--- src/rtl/instr_pkg.sv ---
// Shared LEGv8 encoding constants: op codes, opcode fields and immediate range limits.
// Imported by the encoder and by the decode/sign-extend logic.
package instr_pkg;

  typedef enum logic [3:0] {
    LSL  = 4'd0,
    LSR  = 4'd1,
    MUL  = 4'd2,
    ADDS = 4'd3,
    SUBS = 4'd4,
    LDUR = 4'd5,
    STUR = 4'd6,
    CBZ  = 4'd7,
    BLT  = 4'd8,
    B    = 4'd9,
    ADDI = 4'd10
  } op_e;

  localparam logic [10:0] OPC_LSL  = 11'b11010011011;
  localparam logic [10:0] OPC_LSR  = 11'b11010011010;
  localparam logic [10:0] OPC_MUL  = 11'b10011011000;
  localparam logic [10:0] OPC_ADDS = 11'b10101011000;
  localparam logic [10:0] OPC_SUBS = 11'b11101011000;
  localparam logic [10:0] OPC_LDUR = 11'b11111000010;
  localparam logic [10:0] OPC_STUR = 11'b11111000000;
  localparam logic [7:0]  OPC_CBZ  = 8'b10110100;
  localparam logic [7:0]  OPC_BLT  = 8'b01010100;
  localparam logic [5:0]  OPC_B    = 6'b000101;
  localparam logic [9:0]  OPC_ADDI = 10'b1001000100;

  localparam logic [4:0]  COND_LT  = 5'b01011;

  localparam logic [63:0]        SHAMT_MAX = 64'd63;
  localparam logic [63:0]        ADDI_MAX  = 64'd4095;
  localparam logic signed [63:0] D_MIN     = -64'sd256;
  localparam logic signed [63:0] D_MAX     = 64'sd255;
  localparam logic signed [63:0] CB_MIN    = -64'sd262144;
  localparam logic signed [63:0] CB_MAX    = 64'sd262143;
  localparam logic signed [63:0] B_MIN     = -64'sd33554432;
  localparam logic signed [63:0] B_MAX     = 64'sd33554431;

  localparam logic [1:0] ERR_RANGE = 2'b01;
  localparam logic [1:0] ERR_OP    = 2'b10;

  function automatic logic in_srange(input logic signed [63:0] v,
                                     input logic signed [63:0] lo,
                                     input logic signed [63:0] hi);
    return (v >= lo) && (v <= hi);
  endfunction

endpackage

--- src/rtl/instr_fifo2.sv ---
// Two-entry FIFO carrying {addr, instr}; simultaneous push/pop allowed when full.
module instr_fifo2 #(
  parameter int W     = 44,
  parameter int DEPTH = 2
) (
  input  logic         clk,
  input  logic         reset,
  input  logic         flush,
  input  logic         push,
  input  logic         pop,
  input  logic [W-1:0] data_in,
  output logic [W-1:0] data_out,
  output logic [1:0]   count,
  output logic         valid
);

  logic [W-1:0] mem [2];
  logic         wr_ptr;
  logic         rd_ptr;
  logic         do_pop;
  logic         do_push;

  assign valid   = (count != 2'd0);
  assign do_pop  = pop && valid;
  assign do_push = push && ((count != 2'd2) || do_pop);
  assign data_out = valid ? mem[rd_ptr] : '0;

  always_ff @(posedge clk or posedge reset) begin
    if (reset) begin
      mem[0] <= '0;
      mem[1] <= '0;
      wr_ptr <= 1'b0;
      rd_ptr <= 1'b0;
      count  <= '0;
    end else if (flush) begin
      wr_ptr <= 1'b0;
      rd_ptr <= 1'b0;
      count  <= '0;
    end else begin
      if (do_push) begin
        mem[wr_ptr] <= data_in;
        wr_ptr      <= ~wr_ptr;
      end
      if (do_pop) rd_ptr <= ~rd_ptr;
      count <= count + 2'(do_push) - 2'(do_pop);
    end
  end

  always_ff @(posedge clk) begin
    if (!reset) assert (DEPTH == 2 && count <= 2'd2);
  end

endmodule

--- src/rtl/instr_encoder.sv ---
// Packs op/registers/immediate into a LEGv8 word, range-checks the immediate,
// and queues accepted words with an auto-incrementing byte address.
module instr_encoder
  import instr_pkg::*;
#(
  parameter int ADDR_W = 12,
  parameter int DEPTH  = 2
) (
  input  logic              clk,
  input  logic              reset,
  input  logic              clear,
  input  logic              in_valid,
  output logic              in_ready,
  input  logic [3:0]        in_op,
  input  logic [4:0]        in_rd,
  input  logic [4:0]        in_rn,
  input  logic [4:0]        in_rm,
  input  logic [63:0]       in_imm,
  output logic              out_valid,
  input  logic              out_ready,
  output logic [31:0]       out_instr,
  output logic [ADDR_W-1:0] out_addr,
  output logic              err,
  output logic [1:0]        err_code,
  output logic [15:0]       emit_count
);

  op_e               op;
  logic [10:0]       r_opc;
  logic [31:0]       instr;
  logic              op_ok;
  logic              imm_ok;
  logic              accept;
  logic              push;
  logic              reject;
  logic [1:0]        count;
  logic [ADDR_W-1:0] addr;

  assign op       = op_e'(in_op);
  assign in_ready = (count < 2'd2);
  assign accept   = in_valid && in_ready;
  assign push     = accept && !clear && op_ok && imm_ok;
  assign reject   = accept && !clear && !(op_ok && imm_ok);

  always_comb begin
    r_opc = '0;
    case (op)
      LSL:     r_opc = OPC_LSL;
      LSR:     r_opc = OPC_LSR;
      MUL:     r_opc = OPC_MUL;
      ADDS:    r_opc = OPC_ADDS;
      SUBS:    r_opc = OPC_SUBS;
      default: r_opc = '0;
    endcase
  end

  // Field extraction mirrors what the decoder pulls back out of each format.
  always_comb begin
    instr  = '0;
    op_ok  = 1'b1;
    imm_ok = 1'b0;
    case (op)
      LSL, LSR, MUL, ADDS, SUBS: begin
        instr  = {r_opc, in_rm, in_imm[5:0], in_rn, in_rd};
        imm_ok = (in_imm <= SHAMT_MAX);
      end
      LDUR, STUR: begin
        instr  = {(op == LDUR) ? OPC_LDUR : OPC_STUR, in_imm[8:0], 2'b00, in_rn, in_rd};
        imm_ok = in_srange(in_imm, D_MIN, D_MAX);
      end
      CBZ: begin
        instr  = {OPC_CBZ, in_imm[18:0], in_rd};
        imm_ok = in_srange(in_imm, CB_MIN, CB_MAX);
      end
      BLT: begin
        instr  = {OPC_BLT, in_imm[18:0], COND_LT};
        imm_ok = in_srange(in_imm, CB_MIN, CB_MAX);
      end
      B: begin
        instr  = {OPC_B, in_imm[25:0]};
        imm_ok = in_srange(in_imm, B_MIN, B_MAX);
      end
      ADDI: begin
        instr  = {OPC_ADDI, in_imm[11:0], in_rn, in_rd};
        imm_ok = (in_imm <= ADDI_MAX);
      end
      default: op_ok = 1'b0;
    endcase
  end

  always_ff @(posedge clk or posedge reset) begin
    if (reset) begin
      addr       <= '0;
      emit_count <= '0;
      err        <= 1'b0;
      err_code   <= '0;
    end else if (clear) begin
      addr       <= '0;
      emit_count <= '0;
      err        <= 1'b0;
      err_code   <= '0;
    end else begin
      err <= reject;
      if (reject) err_code <= op_ok ? ERR_RANGE : ERR_OP;
      if (push) begin
        addr       <= addr + ADDR_W'(4);
        emit_count <= emit_count + 16'd1;
      end
    end
  end

  instr_fifo2 #(
    .W     (ADDR_W + 32),
    .DEPTH (DEPTH)
  ) u_fifo (
    .clk      (clk),
    .reset    (reset),
    .flush    (clear),
    .push     (push),
    .pop      (out_ready),
    .data_in  ({addr, instr}),
    .data_out ({out_addr, out_instr}),
    .count    (count),
    .valid    (out_valid)
  );

endmodule

--- config.mk ---
export PLATFORM = sky130hd
export DESIGN_NAME = instr_encoder
export DESIGN_NICKNAME = d
export VERILOG_FILES = /design/src/rtl/instr_pkg.sv /design/src/rtl/instr_fifo2.sv /design/src/rtl/instr_encoder.sv
export SDC_FILE = /design/constraint.sdc
export NUM_CORES = 1
export LEC_CHECK = 0
export ABC_AREA = 1
export BUFFER_PORTS_ARGS = -buffer_cell sky130_fd_sc_hd__buf_2
export CAP_MARGIN = 10
export CORE_AREA = 2 2 120 122
export CTS_BUF_LIST = sky130_fd_sc_hd__clkbuf_8
export DETAILED_ROUTE_END_ITERATION = 10
export DIE_AREA = 0 0 122 124
export PLACE_DENSITY = 0.77
export SLEW_MARGIN = 20
export SYNTH_ARGS = -nofsm -noshare
export SYNTH_HDL_FRONTEND = slang
export SYNTH_HIERARCHICAL = 1
export SYNTH_SLANG_ARGS = --single-unit
--- constraint.sdc ---
create_clock -name clk -period 4.4 [get_ports clk]
set_input_delay 0.22 -clock clk [delete_from_list [all_inputs] [get_ports clk]]
set_output_delay 0.22 -clock clk [all_outputs]
set_load 0.02 [all_outputs]
Word-level counts from Yosys, hierarchy flattened
Cells that the tools add are included.
Widths: inputs -> output; s select.

word-level totals
  register bits after elaboration = 123
  latch bits = 0
  bits in writable memories = 0
  memory bits (read-only) = 0
  input bits = 88
  output and inout bits = 65
  word-level logic and storage cells = 92
  memories kept = 0

operators by class
  add/subtract/negate cells = 4
  $mul = 0
  divide/modulo/power cells = 0
  order comparisons = 12
  eq/ne operators = 11
  shift operators = 0
  mux-type cells = 25
  bitwise operators = 5
  reductions and logical operators = 26

operators by type and width
  cell                   number
  $mux 44                5
  $pmux 32 s6            1
  $bwmux 88              1
  $ge 64x19->1 const B   1
  $ge 64x26->1 const B   1
  $ge 64x9->1 const B    1
  $le 64x12->1 const B   1
  $le 64x19->1 const B   1
  $le 64x26->1 const B   1
  $le 64x6->1 const B    1
  $le 64x9->1 const B    1
  $pmux 11 s5            1
  $demux 44 s1           1
  $mux 16                2
  $mux 12                2
  $add 16x1->16 const B  1
  $eq 4x3->1 const B     4
  $add 12x3->12 const B  1
  $eq 4x4->1 const B     3
  $logic_and 1x1->1      12
  $reduce_or 11->1       1
  $mux 2                 5
  $reduce_bool 2->1      5
  $eq 4x2->1 const B     2
  17 further kinds       28

Depth between registers and ports, before layout
  depth in word-level cells = 9
  mapped depth = 20
  gate-level depth less buffers = 18

Cells and area by module
The synthesis kept the hierarchy.

modules (own cells, without submodules)
  module         times used  cells each  area each (um^2)  sequential area each (um^2)
  instr_fifo2    1           571         4470.5            2302.2
  instr_encoder  1           505         3009.1            725.7

Least setup slack after synthesis
Ideal clock, no wire load.

  path kind = input -> register
  from = input port in_imm[52]
  to = register u_fifo.count[1]
  setup time = 0.119 ns
  arrival time = 2.300 ns
  required time = 4.281 ns
  path slack = 1.981 ns
  stages on the path = 19
  buffers on the path = 2
  path through = nor2_1 > nand2_1 > nor2_1 > nand2_1 > nor2_4 > nand2_1 > nand2_1 > nand3_1 > nand2_1 > o21bai_4 > inv_1 > buf_2 > buf_2 > nand2_1 > ha_1 > inv_1 > ha_1 > a21oi_1 > nor2_1

between the ends
  word-level cells in the longest chain between the ends = 8
  elaborated cells between the ends (all ways) = 17
  those cells by class = 2 x add/sub; 8 x order compare; 2 x mux; 5 x reduce/logical

ends and longest elaborated chain
  what                                        RTL line             source
  from (decl)                                 instr_encoder.sv:18  input logic [63:0] in_imm,
  $ge 64x26->1, or another cell as far along  instr_pkg.sv:48      return (v >= lo) && (v <= hi);
  $logic_and 1x1->1                           instr_pkg.sv:48
  $pmux 1 s5 (*)                              instr_encoder.sv:62  case (op)
  $logic_and 1x1->1 (*)                       instr_encoder.sv:42  assign push = accept && !clear && op_ok && imm_ok;
  via push                                    instr_encoder.sv:34  logic push;
  $logic_and 1x1->1 (*)                       instr_fifo2.sv:25    assign do_push = push && ((count != 2'd2) || do_pop);
  $add 2x1->2 (*)                             instr_fifo2.sv:45    count <= count + 2'(do_push) - 2'(do_pop);
  $sub 2x1->2 (*)                             instr_fifo2.sv:45
  $mux 2 (*)                                  instr_fifo2.sv:35    end else if (flush) begin
  to (signal assigned)                        instr_fifo2.sv:45
  to (decl)                                   instr_fifo2.sv:13    output logic [1:0] count,

Mark *: on every way through the listed nets, which the timed path passes. The rest lies on a longest branch.
A chain may end at the register's enable or synchronous reset.

Worst setup path after layout
  from = input port in_op[1]
  to = register u_fifo/mem[55] (netlist bit)

between the ends
  word-level cells in the longest chain between the ends = 7
  elaborated cells between the ends (all ways) = 23
  those cells by class = 10 x eq/ne; 4 x mux; 9 x reduce/logical

ends and longest elaborated chain
  what                                      RTL line             source
  from (decl)                               instr_encoder.sv:14  input logic [3:0] in_op,
  $eq 4x3->1, or another cell as far along  instr_encoder.sv:62
  $reduce_or 11->1 (no source line)         -
  $mux 1                                    instr_encoder.sv:62
  $logic_and 1x1->1                         instr_encoder.sv:42
  $logic_and 1x1->1 (*)                     instr_encoder.sv:42
  via push                                  instr_encoder.sv:34
  $logic_and 1x1->1 (*)                     instr_fifo2.sv:25
  $reduce_and 2->1 (no source line) (*)     -
  to (signal, indexed assignment)           instr_fifo2.sv:41    mem[wr_ptr] <= data_in;
  to (decl)                                 instr_fifo2.sv:17    logic [W-1:0] mem [2];

Marks and branches as above.

==> flow_summary_export.csv <==
group,metric,value,unit
run_status,outcome,"completed",
timing,tns,0,ns
power_and_ir_drop,ir_drop,0.000203,V
floorplanning,start_util,54.5,%
timing,fin_skew,0.00756,ns
finish,syn_to_final_growth,16.5,%
route,drc,0,
synth,netlist.area_leader.share,40.5,%
synth,yosys-top-cells-area,"dfrtp_1 40%, nand2_1 21%, nand4_1 10%, nor2_1 4.1%, inv_1 3.7%",
route,viasPerCell,5.60,
critical_path,critPathRequiredTime,4.72,ns
grt,grt_pass1_vias,7097,
clock_network,h-tree-depth,4,
finish,final_nets,1291,
critical_path,crit_type,"in2reg",
synth,synth_simple_gate_area_share,40.9,%
critical_path,cpMaxStageDelayCell,"nand3_2",
synth,synth_xor_area_share,2.46,%
synth,mappedNetlistArea,7480,µm²
grt,grt_first_pass_wirelength,34900,µm
route,routed_wl,21400,µm
place,gp_congestion,0.920,
clock_network,ctsHoldBuffers,1,
place,dp_hpwl,14400,µm
route,drt_pass1_iterations,5,
synth,synthAdderAreaFrac,0.669,%
clock_network,clkTransAtPathRegs,0.07,ns
place,placed_area,8280,µm²
grt,grt.total_usage,29.4,%
place,port_buffers,152,
grt,grt_start_max_net_pins,90,
synth,muxShareOfSynthArea,0,%
synth,syn_inst,1076,
timing,maxSlewHeadroom,31.7,%
grt,grt_overflow,0,
floorplanning,core,13700,µm²
clock_network,cts_root_buffer,"clkbuf_8",
finish,design_area,8710,µm²
synth,synth_top_family_by_area,"simple AND/OR/NAND/NOR gates",
clock_network,ctsResizeCount,0,
clock_network,cts_made_buffers,17,
finish,layout_commonest_cell,"nand2_1",
route,ant_nets,0,
critical_path,endpoint_kind,"flip-flop",
critical_path,crit_path_start_kind,"input pin",
critical_path,cp_cell_sequence,"buf_2, nor2_2, nand2_1, nand2_1, nand2_1, nand2_1, o21bai_4, buf_4, inv_2, nand3_2, nand2_1, nand2_1",
finish,layout_common_cells,"415 x nand2_1, 152 x buf_2, 121 x dfrtp_1",
critical_path,worst_path_largest_cell_delay,0.88,ns
floorplanning,die-area,15100,µm²
critical_path,crit_top_cell,"nand2_1",
timing,fin_crit,3.06,ns
power_and_ir_drop,total_leakage_power,0.00469,µW
clock_network,post-cts-setup-buffer-count,0,
worst_hold_path,holdCritPathClass,"in2reg",
timing,fin_crit_sh,69.5,%
floorplanning,rows,43,
clock_network,clk_path_buf_depth,2,
synth,synth_seq_cells,121,
synth,synth_compound_area_share,7.41,%
route,drt-wirelength-per-cell,15.4,µm
power_and_ir_drop,p_per_area,327,nW/µm²
synth,yosysTopAreaCell,"dfrtp_1",
grt,antenna_found_initial,0,
power_and_ir_drop,p_total,2850,µW
synth,avgSynthCellArea,6.95,µm²
timing,rsz0062_at_grt,"no",
critical_path,critical-path-top-delay-family,"simple AND/OR/NAND/NOR gates",
timing,tightest_slew,1.02,ns
finish,n_fill_cell,1305,
synth,yosysSeqAreaShare,40.5,%
critical_path,path_buf_inv,3,
floorplanning,die_w,122,µm
timing,finalMaxSlewViolations,0,
critical_path,arrival,3.38,ns
synth,ys_types,37,
finish,num_antenna_cells,0,
route,vias,7783,
critical_path,cp_max_fo,45,
synth,ys_warn_count,6,
timing,hold_viol_final,0,
finish,drive_gt1_share,17.8,%
run,drv_cap,0,
clock_network,clk_latency,0.44,ns
clock_network,cts.sinks,121,
route,drtIter0Drc,792,
floorplanning,num_io_pins,153,
timing,setup_viol,0,
clock_network,cts_tree,"built",
floorplanning,fp.dieH,124,µm
timing,fmax,327,MHz
==> layout make-up <==
class	count	area, µm²	share of cell area, %
Clock buffer	20	275	3.16
Tap cell	180	225	2.58
Inverter	81	305	3.50
Sequential cell	121	3030	34.7
Timing Repair Buffer	164	853	9.79
Multi-Input combinational cell	814	3870	44.5
Clock inverter	11	154	1.77
==> kinds of logic (layout without fill, tap and decap cells) <==
logic type / after synthesis / after routing
fa+ha+maj: 4 / 4
buf+inv: 144 / 276
flops: 121 / 121
xor+xnor: 21 / 21
other cells: 1 / 4
simple gates: 693 / 693
compound gates: 92 / 92
==> final timing paths <==
kind	start	end	slack, ns	depth (start not counted)
worst min-delay path	clear	u_fifo/count[0]	0.06	2
worst max-delay path	in_op[1]	u_fifo/mem[55]	1.34	12
min in group asynchronous	reset	emit_count[12]	0.41	4
worst max register to register	u_fifo/count[1]	u_fifo/mem[55]	1.52	8
worst min register to register	u_fifo/mem[23]	u_fifo/mem[23]	0.47	2
max in group asynchronous	reset	u_fifo/mem[57]	2.87	4
==> state kept, by name, indices dropped and copies added, names as in the netlist <==
name / flops
err_code: 2
u_fifo/wr_ptr: 1
emit_count: 16
u_fifo/rd_ptr: 1
u_fifo/count: 2
err: 1
addr: 10
u_fifo/mem: 88
==> stage by stage <==
| step | hold WS (ns) | util (%) | cells | setup slack (ns) |
|---|---|---|---|---|
| floorplan | 0.285 | - | 1079 | 1.79 |
| global placement | 0.331 | 60.3 | 1359 | 1.05 |
| detailed placement | 0.333 | 60.3 | 1359 | 0.954 |
| CTS | 0.0298 | 63.5 | 1391 | 1.43 |
| global route | 0.0645 | 63.5 | 1391 | 1.07 |
| finish | 0.0646 | 63.5 | 1391 | 1.34 |
==> synthesized netlist by cell type <==
master / n
a21oi_1: 50
xor2_1: 18
nor4_1: 1
o211ai_1: 6
o21ai_1: 2
o21ai_2: 1
nor2_4: 4
clkinv_1: 2
buf_4: 3
nand4_1: 120
and2_1: 2
nor3b_1: 2
a221oi_1: 1
o21bai_4: 1
nor2_2: 5
nor2_1: 82
nand3_1: 51
a22oi_1: 7
nand4_2: 1
o21ai_0: 10
xnor2_1: 3
ha_1: 4
buf_6: 2
conb_1: 1
dfrtp_1: 121
inv_2: 5
clkbuf_1: 29
nand2_2: 1
buf_1: 3
nor3_1: 6
o22ai_1: 5
nand3_2: 3
nand2_1: 415
buf_2: 26
inv_1: 74
o221ai_1: 7
o2111ai_1: 2
==> where the power goes <==
part           internal, µW  switching [µW]
Clock                   650             424
Sequential             1160            31.6
Combinational           143             443
==> per-layer routing <==
layer	global-route usage, %	part of all wire, %
met4	9.91	1.8
met5	0	0
met3	6.46	8.6
met1	41.0	43
met2	45.7	46
No activity file was read; power rests on OpenSTA's default activity.
